--- config.mk ---
export PLATFORM = sky130hd
export DESIGN_NAME = udc_seq
export DESIGN_NICKNAME = d
export VERILOG_FILES = /design/src/rtl/udc_pkg.sv /design/src/rtl/udc_core.sv /design/src/rtl/udc_seq.sv
export SDC_FILE = /design/constraint.sdc
export NUM_CORES = 1
export LEC_CHECK = 0
export CELL_PAD_IN_SITES_DETAIL_PLACEMENT = 0
export CELL_PAD_IN_SITES_GLOBAL_PLACEMENT = 1
export CORE_MARGIN = 1
export CORE_UTILIZATION = 39
export CTS_CLUSTER_DIAMETER = 200
export DETAILED_ROUTE_END_ITERATION = 8
export HOLD_SLACK_MARGIN = 0.03
export PLACE_DENSITY_LB_ADDON = 0.3
export SYNTH_ARGS = -nofsm -noshare
export SYNTH_HDL_FRONTEND = slang
export SYNTH_SLANG_ARGS = --single-unit
--- constraint.sdc ---
create_clock -name clk -period 2.42 [get_ports clk]
set_input_delay 0.363 -clock clk [delete_from_list [all_inputs] [get_ports clk]]
set_output_delay 0.363 -clock clk [all_outputs]
set_load 0.005 [all_outputs]
--- src/rtl/udc_pkg.sv ---
// rtl/udc_pkg.sv - opcodes, decade limit and FSM state encoding shared by udc_seq and udc_core
package udc_pkg;

  localparam logic [1:0] OP_LOAD  = 2'b00;
  localparam logic [1:0] OP_UP    = 2'b01;
  localparam logic [1:0] OP_DOWN  = 2'b10;
  localparam logic [1:0] OP_CLEAR = 2'b11;

  localparam logic [3:0] DEC_MAX = 4'd9;
  localparam logic [3:0] BIN_MAX = 4'd15;

  typedef enum logic [1:0] {
    ST_IDLE = 2'd0,
    ST_RUN  = 2'd1,
    ST_DONE = 2'd2
  } state_t;

endpackage

--- src/rtl/udc_core.sv ---
// rtl/udc_core.sv - 4-bit binary/decade up/down counter with sync load and registered wrap flag
module udc_core
  import udc_pkg::*;
(
  input  logic       clk,
  input  logic       rst,
  input  logic       en,
  input  logic       dir,
  input  logic       mode,
  input  logic       load,
  input  logic [3:0] load_val,
  output logic [3:0] q,
  output logic       wrap
);

  logic [3:0] q_next;
  logic       wrap_next;

  always_comb begin
    q_next    = q;
    wrap_next = 1'b0;
    if (load) begin
      q_next = (mode && load_val > DEC_MAX) ? DEC_MAX : load_val;
    end else if (en) begin
      if (!dir) begin
        if (q == BIN_MAX || (mode && q >= DEC_MAX)) begin
          q_next    = 4'd0;
          wrap_next = 1'b1;
        end else begin
          q_next = q + 4'd1;
        end
      end else begin
        if (q == 4'd0) begin
          q_next    = mode ? DEC_MAX : BIN_MAX;
          wrap_next = 1'b1;
        end else if (mode && q > DEC_MAX) begin
          // out-of-range decade value snaps back into range; not a wrap
          q_next = DEC_MAX;
        end else begin
          q_next = q - 4'd1;
        end
      end
    end
  end

  always_ff @(posedge clk or negedge rst) begin
    if (!rst) begin
      q    <= 4'd0;
      wrap <= 1'b0;
    end else begin
      q    <= q_next;
      wrap <= wrap_next;
    end
  end

endmodule

--- src/rtl/udc_seq.sv ---
// rtl/udc_seq.sv - command sequencer: accepts LOAD/UP/DOWN/CLEAR and steps udc_core one count per cycle
module udc_seq
  import udc_pkg::*;
#(
  parameter int ARG_W = 4
) (
  input  logic             clk,
  input  logic             rst,
  input  logic             cmd_valid,
  output logic             cmd_ready,
  input  logic [1:0]       cmd_op,
  input  logic [ARG_W-1:0] cmd_arg,
  input  logic             mode,
  input  logic             abort,
  output logic [3:0]       q,
  output logic             busy,
  output logic             done,
  output logic             aborted,
  output logic             wrap
);

  state_t           state;
  state_t           state_next;
  logic [ARG_W-1:0] remaining;
  logic             dir_q;
  logic             mode_q;
  logic             accept;
  logic             core_en;
  logic             core_load;
  logic             core_mode;
  logic [3:0]       load_val;
  logic             is_step_op;

  assign is_step_op = (cmd_op == OP_UP) || (cmd_op == OP_DOWN);
  // LOAD samples the live mode input; runs use the mode latched at accept
  assign core_mode  = (state == ST_IDLE) ? mode : mode_q;

  always_ff @(posedge clk or negedge rst) begin
    if (!rst) begin
      state <= ST_IDLE;
    end else begin
      state <= state_next;
    end
  end

  always_comb begin
    state_next = state;
    cmd_ready  = 1'b0;
    busy       = 1'b0;
    done       = 1'b0;
    accept     = 1'b0;
    core_en    = 1'b0;
    core_load  = 1'b0;
    load_val   = 4'(cmd_arg);
    case (state)
      ST_IDLE: begin
        cmd_ready = 1'b1;
        accept    = cmd_valid;
        if (cmd_valid) begin
          if (!is_step_op) begin
            core_load  = 1'b1;
            if (cmd_op == OP_CLEAR) load_val = 4'd0;
            state_next = ST_DONE;
          end else if (cmd_arg == '0) begin
            state_next = ST_DONE;
          end else begin
            state_next = ST_RUN;
          end
        end
      end
      ST_RUN: begin
        busy = 1'b1;
        // abort wins over the final step
        if (abort) begin
          state_next = ST_DONE;
        end else begin
          core_en = 1'b1;
          if (remaining == ARG_W'(1)) state_next = ST_DONE;
        end
      end
      ST_DONE: begin
        busy       = 1'b1;
        done       = 1'b1;
        state_next = ST_IDLE;
      end
      default: state_next = ST_IDLE;
    endcase
  end

  always_ff @(posedge clk or negedge rst) begin
    if (!rst) begin
      remaining <= '0;
      dir_q     <= 1'b0;
      mode_q    <= 1'b0;
      aborted   <= 1'b0;
    end else if (accept) begin
      remaining <= is_step_op ? cmd_arg : '0;
      dir_q     <= (cmd_op == OP_DOWN);
      mode_q    <= mode;
      aborted   <= 1'b0;
    end else if (state == ST_RUN) begin
      if (abort) begin
        remaining <= '0;
        aborted   <= 1'b1;
      end else begin
        remaining <= remaining - ARG_W'(1);
      end
    end
  end

  udc_core u_core (
    .clk      (clk),
    .rst      (rst),
    .en       (core_en),
    .dir      (dir_q),
    .mode     (core_mode),
    .load     (core_load),
    .load_val (load_val),
    .q        (q),
    .wrap     (wrap)
  );

endmodule

==> Yosys cells after proc, flatten, opt, wreduce, memory -nomap -nowiden <==
Cells that the tools add are included.
{ "word_totals": {"in_bits": 11, "word_cells": 76, "regBits": 14, "out_inout_bits": 9} }
{ "classes": {"add_sub_neg": 3, "mux": 40, "reduce_logical": 14, "n_lt_le_gt_ge": 3, "n_eq_ne": 9} }
{ "ops": {"columns": ["cell", "count"], "rows": [
  ["4-bit 2-to-1 mux", 15],
  ["1-bit 2-to-1 mux", 18],
  ["2-bit 2-to-1 mux", 5],
  ["4-bit > comparator, second input constant", 2],
  ["4-bit logical NOT", 2],
  ["4-bit by 1-bit subtractor with 4-bit output, second input constant", 2],
  ["2-bit equality test, second input constant", 3],
  ["2-bit nonzero test", 3],
  ["4-bit by 1-bit adder with 4-bit output, second input constant", 1],
  ["2-bit by 1-bit equality test with 1-bit output, second input constant", 2],
  ["4-bit by 1-bit equality test with 1-bit output, second input constant", 1],
  ["4-bit equality test, second input constant", 1],
  ["4-bit greater-or-equal comparator, second input constant", 1],
  ["2-bit case mux with 2 select lines", 1],
  ["2-bit AND reduction", 2],
  ["1-bit logical AND", 3],
  ["3-bit 2-to-1 mux", 1],
  ["3-bit inequality test, second input constant", 1],
  ["2-bit logical NOT", 1],
  ["1-bit logical OR", 2],
  ["2-bit inequality test, second input constant", 1],
  ["2-bit OR reduction", 1]
]} }

==> Depth between registers and ports, before layout <==
{ "logic_depth": {"word_depth": 9, "ltp_mapped": 8, "mapped_depth_nobuf": 7} }

==> Cells and area by module <==
A second synthesis with hierarchy kept.
{ "hier_totals": {"cells_unflattened": 137, "area_unflattened_um2": 1208.7} }
{ "by_module_without_submodules": {"columns": ["module", "area_per_inst_um2", "n_inst", "cells_per_inst", "seq_area_each_um2"], "rows": [
  ["udc_seq", 656.9, 1, 68, 225.2],
  ["udc_core", 551.8, 1, 69, 125.1]
]} }

==> Worst setup path after synthesis <==
Ideal clock, no wire load.
{ "synth_timing": {"kind": "reg2reg", "from": "reg state[0]", "to": "reg u_core.q[3]", "arrival_ns": 1.675, "setup_time_ns": 0.137, "setup_slack_ns": 0.607, "synth_period_minus_slack_ns": 1.813, "required_ns": 2.283, "stages_incl_launch_ff": 9, "n_path_buf": 1, "cell_sequence": "dfrtp_1 -> inv_1 -> ha_1 -> buf_6 -> mux2_4 -> a2111oi_4 -> o21ai_1 -> o211ai_2 -> a31oi_2"} }
{ "synth_via": {"elab_chain_cells": 8, "elab_cells_between_ends": 19, "classes_between": "1 x order compare; 1 x eq/ne; 11 x mux; 6 x reduce/logical"} }
{ "synth_lines": {"columns": ["item", "line", "source"], "rows": [
  ["from (decl)", "udc_seq.sv:22", "state_t state;"],
  ["from (signal assigned)", "udc_seq.sv:42", "state <= state_next;"],
  ["branches (longest 8 deep; another with 4-bit > comparator)", null, null],
  ["to (signal assigned)", "udc_core.sv:51", "q <= q_next;"],
  ["to (decl)", "udc_core.sv:12", "output logic [3:0] q,"]
]} }
Several ways; the timed one is not identified. The select of a mux whose other input is x is not followed.
A chain may end at the register's enable or synchronous reset.

==> Worst setup path in the final report <==
{ "layout_timing": {"from": "reg state[0]", "to": "out cmd_ready"} }
{ "layout_via": {"elab_chain_cells": 2} }
{ "layout_lines": {"columns": ["item", "line", "source"], "rows": [
  ["2-bit logical NOT", "udc_seq.sv:55", "case (state)"],
  ["1-bit 2-to-1 mux", "udc_seq.sv:55", null],
  ["to (decl)", "udc_seq.sv:10", "output logic cmd_ready,"]
]} }
Every way passes these cells.

==> flow_results.org <==
** Setup path
- STA classifies the critical path startpoint as a flip-flop.
- Critical path required time :: 2060 ps
- Endpoint kind of the worst setup timing path :: primary output
- For the worst setup path, the data arrival time is 1700 ps.
- By startpoint and endpoint, the worst setup path is classified as reg -> out.
- Maximum fanout along the worst path :: 9

** Timing
- Worst-case headroom to the max-slew limit :: 55.9%
- The clock period could shrink to 2070 ps.
- The max-slew violation count is 0.
- Number of failing hold endpoints at the final stage :: 0
- Unrepaired setup endpoints after global routing :: false
- For the final routed database, the setup TNS stands at 0 ps.
- Final number of setup-violating endpoints :: 0
- The worst path uses 85.4% of the clock period.
- For this run, the top clock speed supported by timing is 484 MHz.
- Skew final :: 2.73 ps
- For the pin with the worst max-slew slack, the measured transition is 659 ps.
- Setup slack on the critical path of the routed design comes to 354 ps.

** Yosys
- During synthesis, Yosys emitted a total of 0 warnings.
- The cell area that synthesis handed to floorplanning was 1140 sq um.
- Flip-flop cell with the highest count after synthesis :: dfrtp_1
- The netlist uses 39 different library cells.
- Proportion of register bits with asynchronous set or reset after synthesis :: 100%
- The synthesized design contains 0 enable-type register cells.
- After technology mapping, the gate count stands at 131.
- Net count after synthesis :: 152
- Average size of a mapped cell :: 8.68 sq um
- Number of synthesized register bits :: 14
- Sequential cells were found to cover 30.8% of the synthesized design area.

** Drt
- For this block, the initial DRC count from the detailed router was 37.
- Number of vias per cell after detailed routing :: 5.68
- Count of antenna-violating nets left after detailed routing :: 0
- For this run, design rule violations remaining after detail routing come to 0.
- Total number of vias :: 1033
- Final routed wirelength across all metal layers :: 2540 um
- First-pass DRT Iterations :: 4
- Detailed-route wire length per cell :: 13.9 um

** Floorplanning
- Width of the chip :: 56 um
- 20 I/O pins were placed.
- For this configuration, the core starts out at a cell density of 41.2%.
- Overall die height :: 56 um
- Full die area :: 3140 sq um
- In this run the standard cell core region covers 2760 sq um.
- # rows :: 19

** Final layout
- The layout has 280 filler cells.
- Multi-input gate area :: 707 sq um
- Share of final-layout standard cells stronger than drive strength 1 :: 9.93%
- Register area :: 350 sq um
- Antenna Diode Count :: 0
- Number of nets at the end of the flow :: 173
- Area growth from synthesis to layout :: 20.9%

** Clock tree
- Clock-pin slew was measured on the worst setup and hold paths at 90 ps.
- Counting every sink on the clock net gives 14.
- CTS max path bufs :: 2
- Count of hold buffers inserted by post-cts repair :: 0
- Root Buffer :: clkbuf_4
- Latest clock arrival within the worst-skew pair :: 280 ps
- After clock tree synthesis, the setup repair step added 0 buffers.
- TritonCTS created 3 clock buffers.
- Maximum level of the CTS H-tree :: 1
- CTS tree :: yes
- Gates resized, CTS repair :: 0

** Power and ir drop
- Total internal power :: 0.000904 W
- Of the total power, the share spent switching nets is 44.2%.
- The share of total power dissipated in the clock network is 10.4%.
- For this design the total switching power over the nets is 0.000716 W.
- Total power per unit cell area :: 1180 nW/um^2
- Registers are responsible for 29.3% of the overall power.
- In this run the static leakage power is 0.590 nW.
- Of the total power, combinational logic draws 60.3%.
- The worst-case IR drop observed on VDD is 0.673 mV.

** Global route
- The number of antenna violations at the first check in global routing was 0.
- Global-route wire length before repair :: 4480 um
- Vias in the first global route :: 986
- Global-route usage over all layers :: 18.2%
- Maximum number of pins on one net before global-route repair :: 15
- Overflow left after global routing :: 0

** Hold path
- Hold crit path type :: in -> async

** Placement
- Estimated wirelength of the detail-placed design :: 1920 um
- The count of buffers added on input and output ports is 19.
- Routability-driven placement finished with a final weighted congestion of 0.809.
- Post-placement worst setup slack :: 412 ps

** Job
- The tool flagged a number of max-cap violations equal to 0.

** Status
- Run status :: finished, final reports clean
flip-flops by register name, indices dropped and copies added, names as in the netlist:
name,cells
aborted,1
dir_q,1
mode_q,1
remaining,4
state,2
u_core.q,4
u_core.wrap,1
placed cells by master, fill, tap and decap left out, types with 2 or more instances in the layout:
| cell | Yosys | layout |
|---|---|---|
| a211oi_1 | 3 | 3 |
| a21o_1 | 2 | 2 |
| a21oi_1 | 17 | 17 |
| a31oi_1 | 3 | 3 |
| clkbuf_4 | 1 | 3 |
| clkdlybuf4s50_1 | 0 | 19 |
| dfrtp_1 | 14 | 14 |
| ha_1 | 10 | 10 |
| inv_1 | 12 | 12 |
| mux2_2 | 2 | 2 |
| nand2_1 | 9 | 9 |
| nand2b_1 | 3 | 3 |
| nand3_1 | 5 | 5 |
| nor2_1 | 8 | 8 |
| nor3_1 | 2 | 2 |
| nor3b_1 | 2 | 2 |
| o21ai_0 | 12 | 12 |
| o21ai_1 | 2 | 2 |
| o21bai_1 | 2 | 2 |
power groups by stage:
stage	registers, W	clock network (W)	logic [W]
global route	0.000496	0.000192	0.00110
CTS	0.000472	0.000175	0.000978
finish	0.000475	0.000168	0.000978
detailed placement	0.000477	0	0.000973
global placement	0.000473	0	0.000963
floorplan	0.000421	0	0.000748
final timing paths:
path | start | end | slack (ps) | depth (start not counted)
worst max-delay path | state[0] | cmd_ready | 350 | 3
worst min-delay path | rst | remaining[3] | 480 | 1
worst max register to register | state[0] | u_core.q[3] | 390 | 7
worst min register to register | mode_q | mode_q | 520 | 1
max in group asynchronous | rst | state[0] | 1520 | 1
min in group clk | mode_q | mode_q | 520 | 1
metal layers:
metal  global-route usage (%)  wire [um]  vias up
met3                     4.88        152        2
met1                     25.4       1210      490
met4                     3.48          9        0
li1                         -          -      513
met5                        0          0        -
met2                     28.6       1170       28
through the flow:
stage	area [sq um]	cells	util [%]	hold slack (ps)	power (W)
final	1380	182	49.9	481	0.00162
after global routing	1380	182	49.9	530	0.00178
after CTS	1380	182	49.9	496	0.00162
after detailed placement	1340	178	48.5	507	0.00145
after global placement	1340	178	48.5	496	0.00144
after floorplan	1140	131	-	67.4	0.00117
final cells by class:
class | instances | area share [%]
Sequential cell | 14 | 25.5
Clock buffer | 4 | 2.64
Timing Repair Buffer | 20 | 14.4
Tap cell | 31 | 2.82
Multi-Input combinational cell | 101 | 51.4
Inverter | 12 | 3.28
synth_stat cells, types with 2 or more instances:
master | n | area (sq um)
a21oi_1 | 17 | 85.1
dfrtp_1 | 14 | 350
inv_1 | 12 | 45.0
o21ai_0 | 12 | 60.1
ha_1 | 10 | 125
nand2_1 | 9 | 33.8
nor2_1 | 8 | 30.0
nand3_1 | 5 | 25.0
a211oi_1 | 3 | 22.5
a31oi_1 | 3 | 18.8
nand2b_1 | 3 | 18.8
a21o_1 | 2 | 15.0
buf_6 | 2 | 22.5
mux2_2 | 2 | 22.5
nor3_1 | 2 | 10.0
nor3b_1 | 2 | 15.0
o21ai_1 | 2 | 10.0
o21bai_1 | 2 | 15.0
kinds of logic after synthesis:
group,Yosys count,synth area share [%]
buffers and inverters,16,7.04
AND/OR/NAND/NOR,36,16.1
XOR/XNOR,2,1.54
multiplexers,3,3.30
AO/OA/AOI/OAI,50,30.3
flip-flops,14,30.8
adder cells (fa/ha/maj),10,11.0
worst max-delay path, stage by stage, from the launching register on:
cell and delay, ps:
dfrtp_1 390, inv_1 120, ha_1 350, clkdlybuf4s50_1 560
No activity file was read; power rests on OpenSTA's default activity.
